===== src/rtl/serial_word_collector_pkg.sv =====
// serial_collect_pkg: shared types, default sizes and counter-load helper
// for the serial word collector.
package serial_collect_pkg;

    localparam int DEFAULT_WIDTH = 8;
    localparam int DEFAULT_CNT_W = 4;

    typedef enum logic {
        ST_IDLE  = 1'b0,
        ST_SHIFT = 1'b1
    } state_t;

    // Value loaded into the bit counter on a start bit: the number of bits
    // still to come after it (an extra one when a parity bit trails the word).
    function automatic int unsigned cnt_load_value(input int unsigned width,
                                                   input bit parity);
        return parity ? width : width - 1;
    endfunction

endpackage


===== src/rtl/serial_word_collector_if.sv =====
// serial_word_collector_if: serial input side and parallel valid/ready output
// side of the collector. The par_err signal only exists when
// SERIAL_COLLECT_PARITY_EN is defined.
interface serial_word_collector_if #(
    parameter int WIDTH = serial_collect_pkg::DEFAULT_WIDTH
);
    logic             s_valid;
    logic             s_bit;
    logic             s_start;
    logic             busy;
    logic [WIDTH-1:0] data_out;
    logic             out_valid;
    logic             out_ready;
    logic             overrun;
    logic             ovr_clr;
`ifdef SERIAL_COLLECT_PARITY_EN
    logic             par_err;

    modport master (
        output s_valid, s_bit, s_start, out_ready, ovr_clr,
        input  busy, data_out, out_valid, overrun, par_err
    );

    modport slave (
        input  s_valid, s_bit, s_start, out_ready, ovr_clr,
        output busy, data_out, out_valid, overrun, par_err
    );
`else
    modport master (
        output s_valid, s_bit, s_start, out_ready, ovr_clr,
        input  busy, data_out, out_valid, overrun
    );

    modport slave (
        input  s_valid, s_bit, s_start, out_ready, ovr_clr,
        output busy, data_out, out_valid, overrun
    );
`endif
endinterface


===== src/rtl/serial_word_collector_bit_counter.sv =====
// collect_bit_counter: loadable down-counter tracking how many bits of the
// current word remain; last flags the final bit (count == 1).
module collect_bit_counter #(
    parameter int CNT_W = serial_collect_pkg::DEFAULT_CNT_W
) (
    input  logic             clk,
    input  logic             clr_n,
    input  logic             load,
    input  logic [CNT_W-1:0] load_val,
    input  logic             dec,
    output logic             last
);

    logic [CNT_W-1:0] count;

    // Load on a start bit, otherwise step down; never wraps below zero.
    always_ff @(posedge clk) begin
        if (!clr_n) begin
            count <= '0;
        end else if (load) begin
            count <= load_val;
        end else if (dec && (count != '0)) begin
            count <= count - CNT_W'(1);
        end
    end

    assign last = (count == CNT_W'(1));

endmodule


===== src/rtl/serial_word_collector.sv =====
// serial_word_collector: LSB-first serial-to-parallel receiver with a
// one-word valid/ready holding register and a sticky overrun flag.
// Optional trailing even-parity bit and par_err output are enabled by
// defining SERIAL_COLLECT_PARITY_EN.
module serial_word_collector
    import serial_collect_pkg::*;
#(
    parameter int WIDTH = DEFAULT_WIDTH,
    parameter int CNT_W = DEFAULT_CNT_W
) (
    input  logic                   clk,
    input  logic                   clr_n,
    serial_word_collector_if.slave bus
);

`ifdef SERIAL_COLLECT_PARITY_EN
    localparam bit PARITY = 1'b1;
`else
    localparam bit PARITY = 1'b0;
`endif

    localparam logic [CNT_W-1:0] LOAD_VAL = CNT_W'(cnt_load_value(WIDTH, PARITY));
    // With a one-bit word and no parity the start bit is also the last bit.
    localparam bit START_COMPLETES = (LOAD_VAL == '0);

    state_t           state;
    state_t           state_next;
    logic [WIDTH-1:0] shreg;
    logic [WIDTH-1:0] shifted;
    logic [WIDTH-1:0] word;
    logic [WIDTH-1:0] data_q;
    logic             out_valid_q;
    logic             overrun_q;
    logic             cnt_last;
    logic             start_bit;
    logic             data_bit;
    logic             shift_en;
    logic             complete;
    logic             accept;
    logic             drop;
`ifdef SERIAL_COLLECT_PARITY_EN
    logic             par_calc;
    logic             par_err_q;
`endif

    if (WIDTH > 1) begin : g_shift_wide
        assign shifted = {bus.s_bit, shreg[WIDTH-1:1]};
    end else begin : g_shift_one
        assign shifted = bus.s_bit;
    end

    assign start_bit = bus.s_valid && ((state == ST_IDLE) || bus.s_start);
    assign data_bit  = bus.s_valid && (state == ST_SHIFT) && !bus.s_start;
    assign complete  = (start_bit && START_COMPLETES) || (data_bit && cnt_last);
    assign accept    = complete && (!out_valid_q || bus.out_ready);
    assign drop      = complete && out_valid_q && !bus.out_ready;

`ifdef SERIAL_COLLECT_PARITY_EN
    // The trailing parity bit is checked but never shifted into the word.
    assign shift_en = start_bit || (data_bit && !cnt_last);
    assign word     = shreg;
    assign par_calc = (^shreg) ^ bus.s_bit;
`else
    assign shift_en = start_bit || data_bit;
    assign word     = shifted;
`endif

    collect_bit_counter #(
        .CNT_W (CNT_W)
    ) u_bit_counter (
        .clk      (clk),
        .clr_n    (clr_n),
        .load     (start_bit),
        .load_val (LOAD_VAL),
        .dec      (data_bit && !cnt_last),
        .last     (cnt_last)
    );

    // State register.
    always_ff @(posedge clk) begin
        if (!clr_n) begin
            state <= ST_IDLE;
        end else begin
            state <= state_next;
        end
    end

    // Next state: a start bit opens a word, the final bit closes it.
    always_comb begin
        state_next = state;
        case (state)
            ST_IDLE: begin
                if (bus.s_valid) begin
                    state_next = START_COMPLETES ? ST_IDLE : ST_SHIFT;
                end
            end
            ST_SHIFT: begin
                if (bus.s_valid) begin
                    if (bus.s_start) begin
                        state_next = START_COMPLETES ? ST_IDLE : ST_SHIFT;
                    end else if (cnt_last) begin
                        state_next = ST_IDLE;
                    end
                end
            end
            default: state_next = ST_IDLE;
        endcase
    end

    // Outputs decoded from state and the registered holding stage.
    always_comb begin
        bus.busy      = (state == ST_SHIFT);
        bus.data_out  = data_q;
        bus.out_valid = out_valid_q;
        bus.overrun   = overrun_q;
`ifdef SERIAL_COLLECT_PARITY_EN
        bus.par_err   = par_err_q;
`endif
    end

    // Shift each accepted data bit in from the top so bit 0 ends up LSB.
    always_ff @(posedge clk) begin
        if (!clr_n) begin
            shreg <= '0;
        end else if (shift_en) begin
            shreg <= shifted;
        end
    end

    // Holding register: capture a finished word when the slot is free or
    // being emptied this cycle; otherwise keep the old word untouched.
    always_ff @(posedge clk) begin
        if (!clr_n) begin
            data_q      <= '0;
            out_valid_q <= 1'b0;
`ifdef SERIAL_COLLECT_PARITY_EN
            par_err_q   <= 1'b0;
`endif
        end else if (accept) begin
            data_q      <= word;
            out_valid_q <= 1'b1;
`ifdef SERIAL_COLLECT_PARITY_EN
            par_err_q   <= par_calc;
`endif
        end else if (bus.out_ready) begin
            out_valid_q <= 1'b0;
        end
    end

    // Sticky overrun: a dropped word sets it even if a clear arrives together.
    always_ff @(posedge clk) begin
        if (!clr_n) begin
            overrun_q <= 1'b0;
        end else if (drop) begin
            overrun_q <= 1'b1;
        end else if (bus.ovr_clr) begin
            overrun_q <= 1'b0;
        end
    end

endmodule


===== src/flat_wrapper.sv =====
// flat-port wrapper written by rule: the top's interface ports become plain ports
module serial_word_collector_flat import serial_collect_pkg::*;
#(
    parameter int WIDTH = DEFAULT_WIDTH,
    parameter int CNT_W = DEFAULT_CNT_W
)
  (clk, clr_n, bus_s_valid, bus_s_bit, bus_s_start, bus_out_ready, bus_ovr_clr, bus_busy, bus_data_out, bus_out_valid, bus_overrun);
  serial_word_collector_if #(.WIDTH(WIDTH)) bus_i ();
  input  logic clk;
  input  logic clr_n;
  input wire logic [$bits(bus_i.s_valid)-1:0] bus_s_valid;
  input wire logic [$bits(bus_i.s_bit)-1:0] bus_s_bit;
  input wire logic [$bits(bus_i.s_start)-1:0] bus_s_start;
  input wire logic [$bits(bus_i.out_ready)-1:0] bus_out_ready;
  input wire logic [$bits(bus_i.ovr_clr)-1:0] bus_ovr_clr;
  output wire logic [$bits(bus_i.busy)-1:0] bus_busy;
  output wire logic [$bits(bus_i.data_out)-1:0] bus_data_out;
  output wire logic [$bits(bus_i.out_valid)-1:0] bus_out_valid;
  output wire logic [$bits(bus_i.overrun)-1:0] bus_overrun;
  assign bus_i.s_valid = bus_s_valid;
  assign bus_i.s_bit = bus_s_bit;
  assign bus_i.s_start = bus_s_start;
  assign bus_i.out_ready = bus_out_ready;
  assign bus_i.ovr_clr = bus_ovr_clr;
  assign bus_busy = bus_i.busy;
  assign bus_data_out = bus_i.data_out;
  assign bus_out_valid = bus_i.out_valid;
  assign bus_overrun = bus_i.overrun;
  serial_word_collector #(.WIDTH(WIDTH), .CNT_W(CNT_W)) u_core (.clk(clk), .clr_n(clr_n), .bus(bus_i));
endmodule

===== config.mk =====
export PLATFORM = sky130hd
export DESIGN_NAME = serial_word_collector_flat
export DESIGN_NICKNAME = d
export VERILOG_FILES = /design/src/rtl/serial_word_collector_pkg.sv /design/src/rtl/serial_word_collector_if.sv /design/src/rtl/serial_word_collector_bit_counter.sv /design/src/rtl/serial_word_collector.sv /design/src/flat_wrapper.sv
export SDC_FILE = /design/constraint.sdc
export NUM_CORES = 1
export LEC_CHECK = 0
export CORE_UTILIZATION = 53
export DETAILED_ROUTE_END_ITERATION = 6
export PLACE_DENSITY_LB_ADDON = 0.2
export SLEW_MARGIN = 20
export SYNTH_ARGS = -nofsm -noshare
export SYNTH_HDL_FRONTEND = slang
export SYNTH_SLANG_ARGS = --single-unit

===== constraint.sdc =====
create_clock -name clk -period 2.3 [get_ports clk]
set_input_delay 0.46 -clock clk [delete_from_list [all_inputs] [get_ports clk]]
set_output_delay 0.46 -clock clk [all_outputs]
set_load 0.01 [all_outputs]

* Word level (Yosys, flattened, before mapping)
Index checks and enable logic that the tools add are counted.
W data, S select, Z words.
** Word-level totals
- Register bits after elaboration :: 23
- Input bits :: 7
- Output and inout port bits :: 11
- Word-level logic and storage cells :: 43
** Cells by class
- $add $sub $neg :: 1
- Equal/unequal tests :: 1
- Muxes and demuxes :: 11
- Bitwise gates (word level) :: 2
- Reduce and logical (&&, ||, !) cells :: 21
** Operator list (count)
- $logic_and A1 B1 Y1 :: 9
- $mux W1 :: 8
- $mux W3 :: 2
- $reduce_bool A2 Y1 :: 3
- $eq A4 B1 Y1 const B :: 1
- $logic_not A1 Y1 :: 4
- $reduce_bool A4 Y1 :: 1
- $sub A4 B1 Y4 const B :: 1
- $logic_or A1 B1 Y1 :: 3
- $not A1 Y1 :: 2
- $pmux W1 S2 :: 1
- $reduce_or A2 Y1 :: 1

* Longest topological paths before layout
- Word-level depth :: 6
- Mapped depth :: 5
- Mapped depth without buffers :: 5

* By module
From an unflattened synthesis, not the netlist that was laid out.
** Second synthesis, totals
- Cells, all modules :: 110
- Area, all modules :: 1023.5 µm²
** By module, submodules not included
- serial_word_collector :: instances 1, cells each 75, area an instance 752.0 µm², sequential area each 360.3 µm²
- collect_bit_counter :: instances 1, cells each 35, area an instance 271.5 µm², sequential area each 80.1 µm²

* Least setup slack after synthesis
Ideal clock, no wire load.
- Kind :: input -> register
- Start :: input bus_s_valid
- End :: register u_core.data_q[0], in the netlist u_core.bus.data_out[0]
- Setup time :: 0.072 ns
- Data arrival time :: 1.503 ns
- Data required time :: 2.228 ns
- Path slack :: 0.725 ns
- Stages on the path :: 4
- Buffers on the path :: 1
- Cells stage by stage :: buf_2 -> nand2_1 -> nor4_4 -> mux2i_1
** Between the ends
- Longest elaborated chain between the ends :: 4
** RTL lines
- start, declared :: line flat_wrapper.sv:11 : input wire logic [$bits(bus_i.s_valid)-1:0] bus_s_valid;
- $logic_and A1 B1 Y1 (2 in series) :: line serial_word_collector.sv:53 : assign data_bit = bus.s_valid && (state == ST_SHIFT) && !bus.s_start;
- $logic_and A1 B1 Y1 :: line serial_word_collector.sv:54 : assign complete = (start_bit && START_COMPLETES) || (data_bit && cnt_last);
- $logic_and A1 B1 Y1 :: line serial_word_collector.sv:55 : assign accept = complete && (!out_valid_q || bus.out_ready);
- end signal, assigned :: line serial_word_collector.sv:140 : data_q <= word;
- end, declared :: line serial_word_collector.sv:31 : logic [WIDTH-1:0] data_q;
Every way passes these cells.
A chain may end at the register's enable or synchronous reset.

* Worst setup path in the final report
- Start :: register u_core.state, in the netlist u_core.bus.busy
- End :: output bus_busy
** RTL lines
- start, declared :: line serial_word_collector.sv:26 : state_t state;
- start signal, assigned :: line serial_word_collector.sv:84 : state <= state_next;
- end, declared :: line flat_wrapper.sv:16 : output wire logic [$bits(bus_i.busy)-1:0] bus_busy;
No word-level cell between the ends.

==> results.md <==
Critical path:
- The endpoint identified for the worst register-to-register timing path is u_core.bus.data_out[5].
- Together, buffers and inverters on the worst path number 1.
- In this run the number of cells on the critical path is 1.
- The worst-case register-to-register setup slack is 0.78 ns.
- The capturing instance or port of the critical path is bus_busy.
- The setup path with the least slack is of type reg -> out.
- The stage delay of the slowest cell on the critical path is 0.55 ns.
- STA puts the critical path data required time at 1.84 ns.
- The launch point of the worst reg-to-reg path is u_core.u_bit_counter.count[0].
- STA classifies the critical path endpoint as an output port.
- The signal on the critical path passes through clkdlybuf4s50_1.
- The top cell family by delay on the critical path is buffers and inverters.
- The critical path startpoint is u_core.bus.busy.
- The slowest library cell on the worst path is clkdlybuf4s50_1.
- The worst-case reg-to-reg path depth is 5.
- At the worst endpoint, the arrival time is 1.24 ns.
- The critical path launch point type is a register.
- The maximum fanout along the worst path is 4.

Synthesis:
- After synthesis, the share of flip-flops with an asynchronous set or reset is 0%.
- The most instantiated flip-flop cell in the synthesis netlist is dfxtp_1.
- After synthesis, the most frequently instantiated cells are 22 x dfxtp_1, 19 x nand2_1, 15 x mux2i_1.
- dfxtp_1 is the most common cell in the netlist.
- The number of unique standard cell types used by synthesis is 27.
- In this run, synthesis produced a sequential element count of 22.
- The synthesized design spends more area on one cell type than any other, namely dfxtp_1.
- The net count after synthesis is 110.
- The area fraction of the dominant cell type after synthesis is 46.6%.
- Counting flops with a built-in enable in the synthesized netlist gives 0.
- The post-synthesis average cell area is 9.37 µm².
- During synthesis, Yosys emitted a total of 0 warnings.
- Ranked by total cell area, the synthesized netlist is headed by dfxtp_1 47%, mux2i_1 16%, nand2_1 7.5%, nor2_1 3.6%, ha_1 2.6%.
- The cell area that synthesis handed to floorplanning was 946 µm².
- The post-synthesis cell count is 101.
- Sequential cells were found to cover 46.6% of the synthesized design area.

Placed design:
- OpenSTA, run right after detailed placement, puts the worst setup slack at 0.452 ns.
- The number of placed instances, taps included, is 139.
- The final RePlAce weighted congestion is 0.853.
- Once detailed placement completed, the half-perimeter wirelength came to 1370 µm.
- The number of I/O port buffers is 17.

Final layout:
- Counting the fill cells in the layout gives 120.
- The number of diodes added for antenna fixing is 0.
- The post-route non-filler standard cell count is 143.
- The net count of the finished layout is 129.
- The area growth from synthesis to layout is 24.1%.
- Cells with a size suffix above 1 make up 7.56% of the layout.
- The share of the core filled with cells in the final layout is 73.6%.

GRT:
- The number of antenna violations at the first check in global routing is 0.
- The number of global-route vias before repair is 731.
- Across every metal layer, demand over resource in global routing totals 22.3%.
- Entering global routing, the biggest net connects 24 pins.
- The wire length of the first global-routing pass is 3160 µm.
- The total overflow reported by the global router is 0.

Timing:
- In the final timing run, aggregate negative setup slack is 0 ns.
- The final number of max-transition violations was 0.
- The measured slew at the worst slew-check pin is 0.447 ns.
- Based on the critical path, the design can be clocked at up to 587 MHz.
- For the finished layout, the period the worst path requires is 1.70 ns.
- Headroom to the max-slew limit came out at 70.0%.
- Across all hold checks on the routed design, the worst slack comes to 0.475 ns.
- After layout, the worst path uses 74.0% of the clock period.
- On the final layout, the worst clock skew is 0.00326 ns.
- Setup violations remaining at the end of the flow were counted as 0.
- The number of hold violations in the final report is 0.
- Setup repair after global routing left no endpoint under its margin.
- After layout, the worst setup slack is 0.598 ns.

Clock network:
- The post-CTS clock slew at the launch and capture registers of the worst setup and hold paths is 0.12 ns.
- Post-CTS timing repair inserted 0 buffers for setup.
- Once the clock tree was built, the resizer swapped 0 gates to a different size.
- The number of sinks on the clock net is 22.
- The maximum count of clock buffers along a single path is 2.
- TritonCTS built the clock tree.
- The tree is rooted in a clkbuf_4.
- The worst-skew pair later-pin latency is 0.30 ns.
- After clock tree synthesis, the flow added hold-fix buffers numbering 0.
- The deepest level of the CTS H-tree is 1.
- Clock tree synthesis inserted a total of 3 buffers.

Floorplanning:
- The die covers 0.00196 mm².
- In this run the vertical extent of the chip is 44.2 µm.
- The effective utilization at floorplan is 59.3%.
- The width of the die is 44.2 µm.
- The floorplan has 14 rows.
- The core outline area is 0.00159 mm².
- In this run the count of I/O pins placed on the die edge is 18.

Drt:
- The routed design has 1900 µm of wire.
- The post-detailed-route DRC marker count is 0.
- The count of nets left with antenna violations after detail routing is 0.
- In the routed layout, each cell is associated on average with a via count of 5.45.
- The number of DRC violations after detailed-routing iteration 0 is 7.
- The number of vias in the routed layout is 779.
- Dividing the detail-routed wire length by the instance count gives 13.3 µm.
- The number of detailed-route iterations in the first pass is 6.

Power and ir drop:
- Across the VDD grid, the largest voltage drop is 0.000403 V.
- For this design the ratio of total power to cell area is 583 mW/mm².
- Summed over all cells, the static leakage comes to 0.443 nW.

Run:
- The total of max-cap violations is 0.

Min path:
- The worst hold path belongs to the class reg -> reg.
- The worst min-delay path startpoint is u_core.bus.data_out[4].

Run status:
- The flow ran to the end, and the final reports show no timing, DRC or antenna violations.
-- cell usage in the layout, fill, tap and decap left out --
master,Yosys,routed
clkdlybuf4s50_1,0,17
dfxtp_1,22,22
nand4_1,1,1
o2111ai_1,2,2
mux2i_1,15,15
o31a_1,1,1
o211a_1,2,2
clkinv_1,1,1
clkbuf_8,0,1
a31oi_1,2,2
buf_4,0,3
inv_1,3,3
nor3b_1,1,1
nor4_4,1,1
nand3b_1,1,1
nor2_1,9,9
ha_1,2,2
nand2_1,19,19
nor3_1,3,3
clkbuf_4,0,3
o21ai_0,2,2
nand3_1,1,1
or2_1,1,1
o21a_1,1,1
nor2b_1,2,2
nand2b_1,2,2
a31o_2,1,1
-- area by class of cell --
type / count / area, µm² / share of cell area, %
multi-input cells: 69 / 459 / 39.1
flip-flops and latches: 22 / 440 / 37.5
repair buffers: 20 / 193 / 16.4
clock buffers: 4 / 36.3 / 3.09
well taps: 24 / 30.0 / 2.56
inverters: 4 / 15.0 / 1.28
-- worst min-delay path by stage --
stage	end	slack, ns	cells past startpoint
floorplan	u_core.bus.data_out[0]	0.44	2
global placement	u_core.bus.data_out[3]	0.45	2
detailed placement	u_core.bus.data_out[4]	0.45	2
CTS	u_core.bus.data_out[4]	0.47	2
global route	u_core.bus.data_out[3]	0.50	2
finish	u_core.bus.data_out[4]	0.47	2
-- sequential cells by signal (all words and copies together), names as in the netlist --
register / cells
u_core.bus.busy: 1
u_core.bus.overrun: 1
u_core.bus.out_valid: 1
u_core.bus.data_out: 8
u_core.u_bit_counter.count: 4
u_core.shreg: 7
-- logic make-up after synthesis --
family          share of synthesized area (%)
flops                                    46.6
mux                                      15.9
compound gates                           9.00
fa+ha+maj                                2.65
simple gates                             21.0
buf+inv                                  4.89
-- through the flow --
step	power [mW]	instance area, µm²
final	0.685	1170
after global routing	0.715	1170
after CTS	0.689	1170
after detailed placement	0.480	1140
after global placement	0.476	1140
after floorplan	0.457	946
-- power by group --
| part | internal [mW] | switching, mW | leakage (nW) | total (mW) |
|---|---|---|---|---|
| clock network | 0.0966 | 0.116 | 0.0210 | 0.212 |
| logic | 0.0336 | 0.0409 | 0.243 | 0.0745 |
| registers | 0.390 | 0.00800 | 0.179 | 0.398 |
| total | 0.520 | 0.165 | 0.443 | 0.685 |
-- worst reg2reg max path, stage by stage, from the launching register on --
cell,delay (ns)
dfxtp_1,0.42
ha_1,0.22
nand2_1,0.11
nor4_4,0.27
buf_4,0.23
mux2i_1,0.21
-- metal layers --
| metal | wire length [µm] | share of wire, % | up-vias | track usage, % |
|---|---|---|---|---|
| met3 | 104 | 5.5 | 6 | 5.31 |
| met4 | 31 | 1.6 | 0 | 11.5 |
| met5 | 0 | 0 | - | 0 |
| li1 | - | - | 378 | - |
| met1 | 863 | 45 | 368 | 26.8 |
| met2 | 904 | 48 | 27 | 37.1 |
No activity file was read; power rests on OpenSTA's default activity.
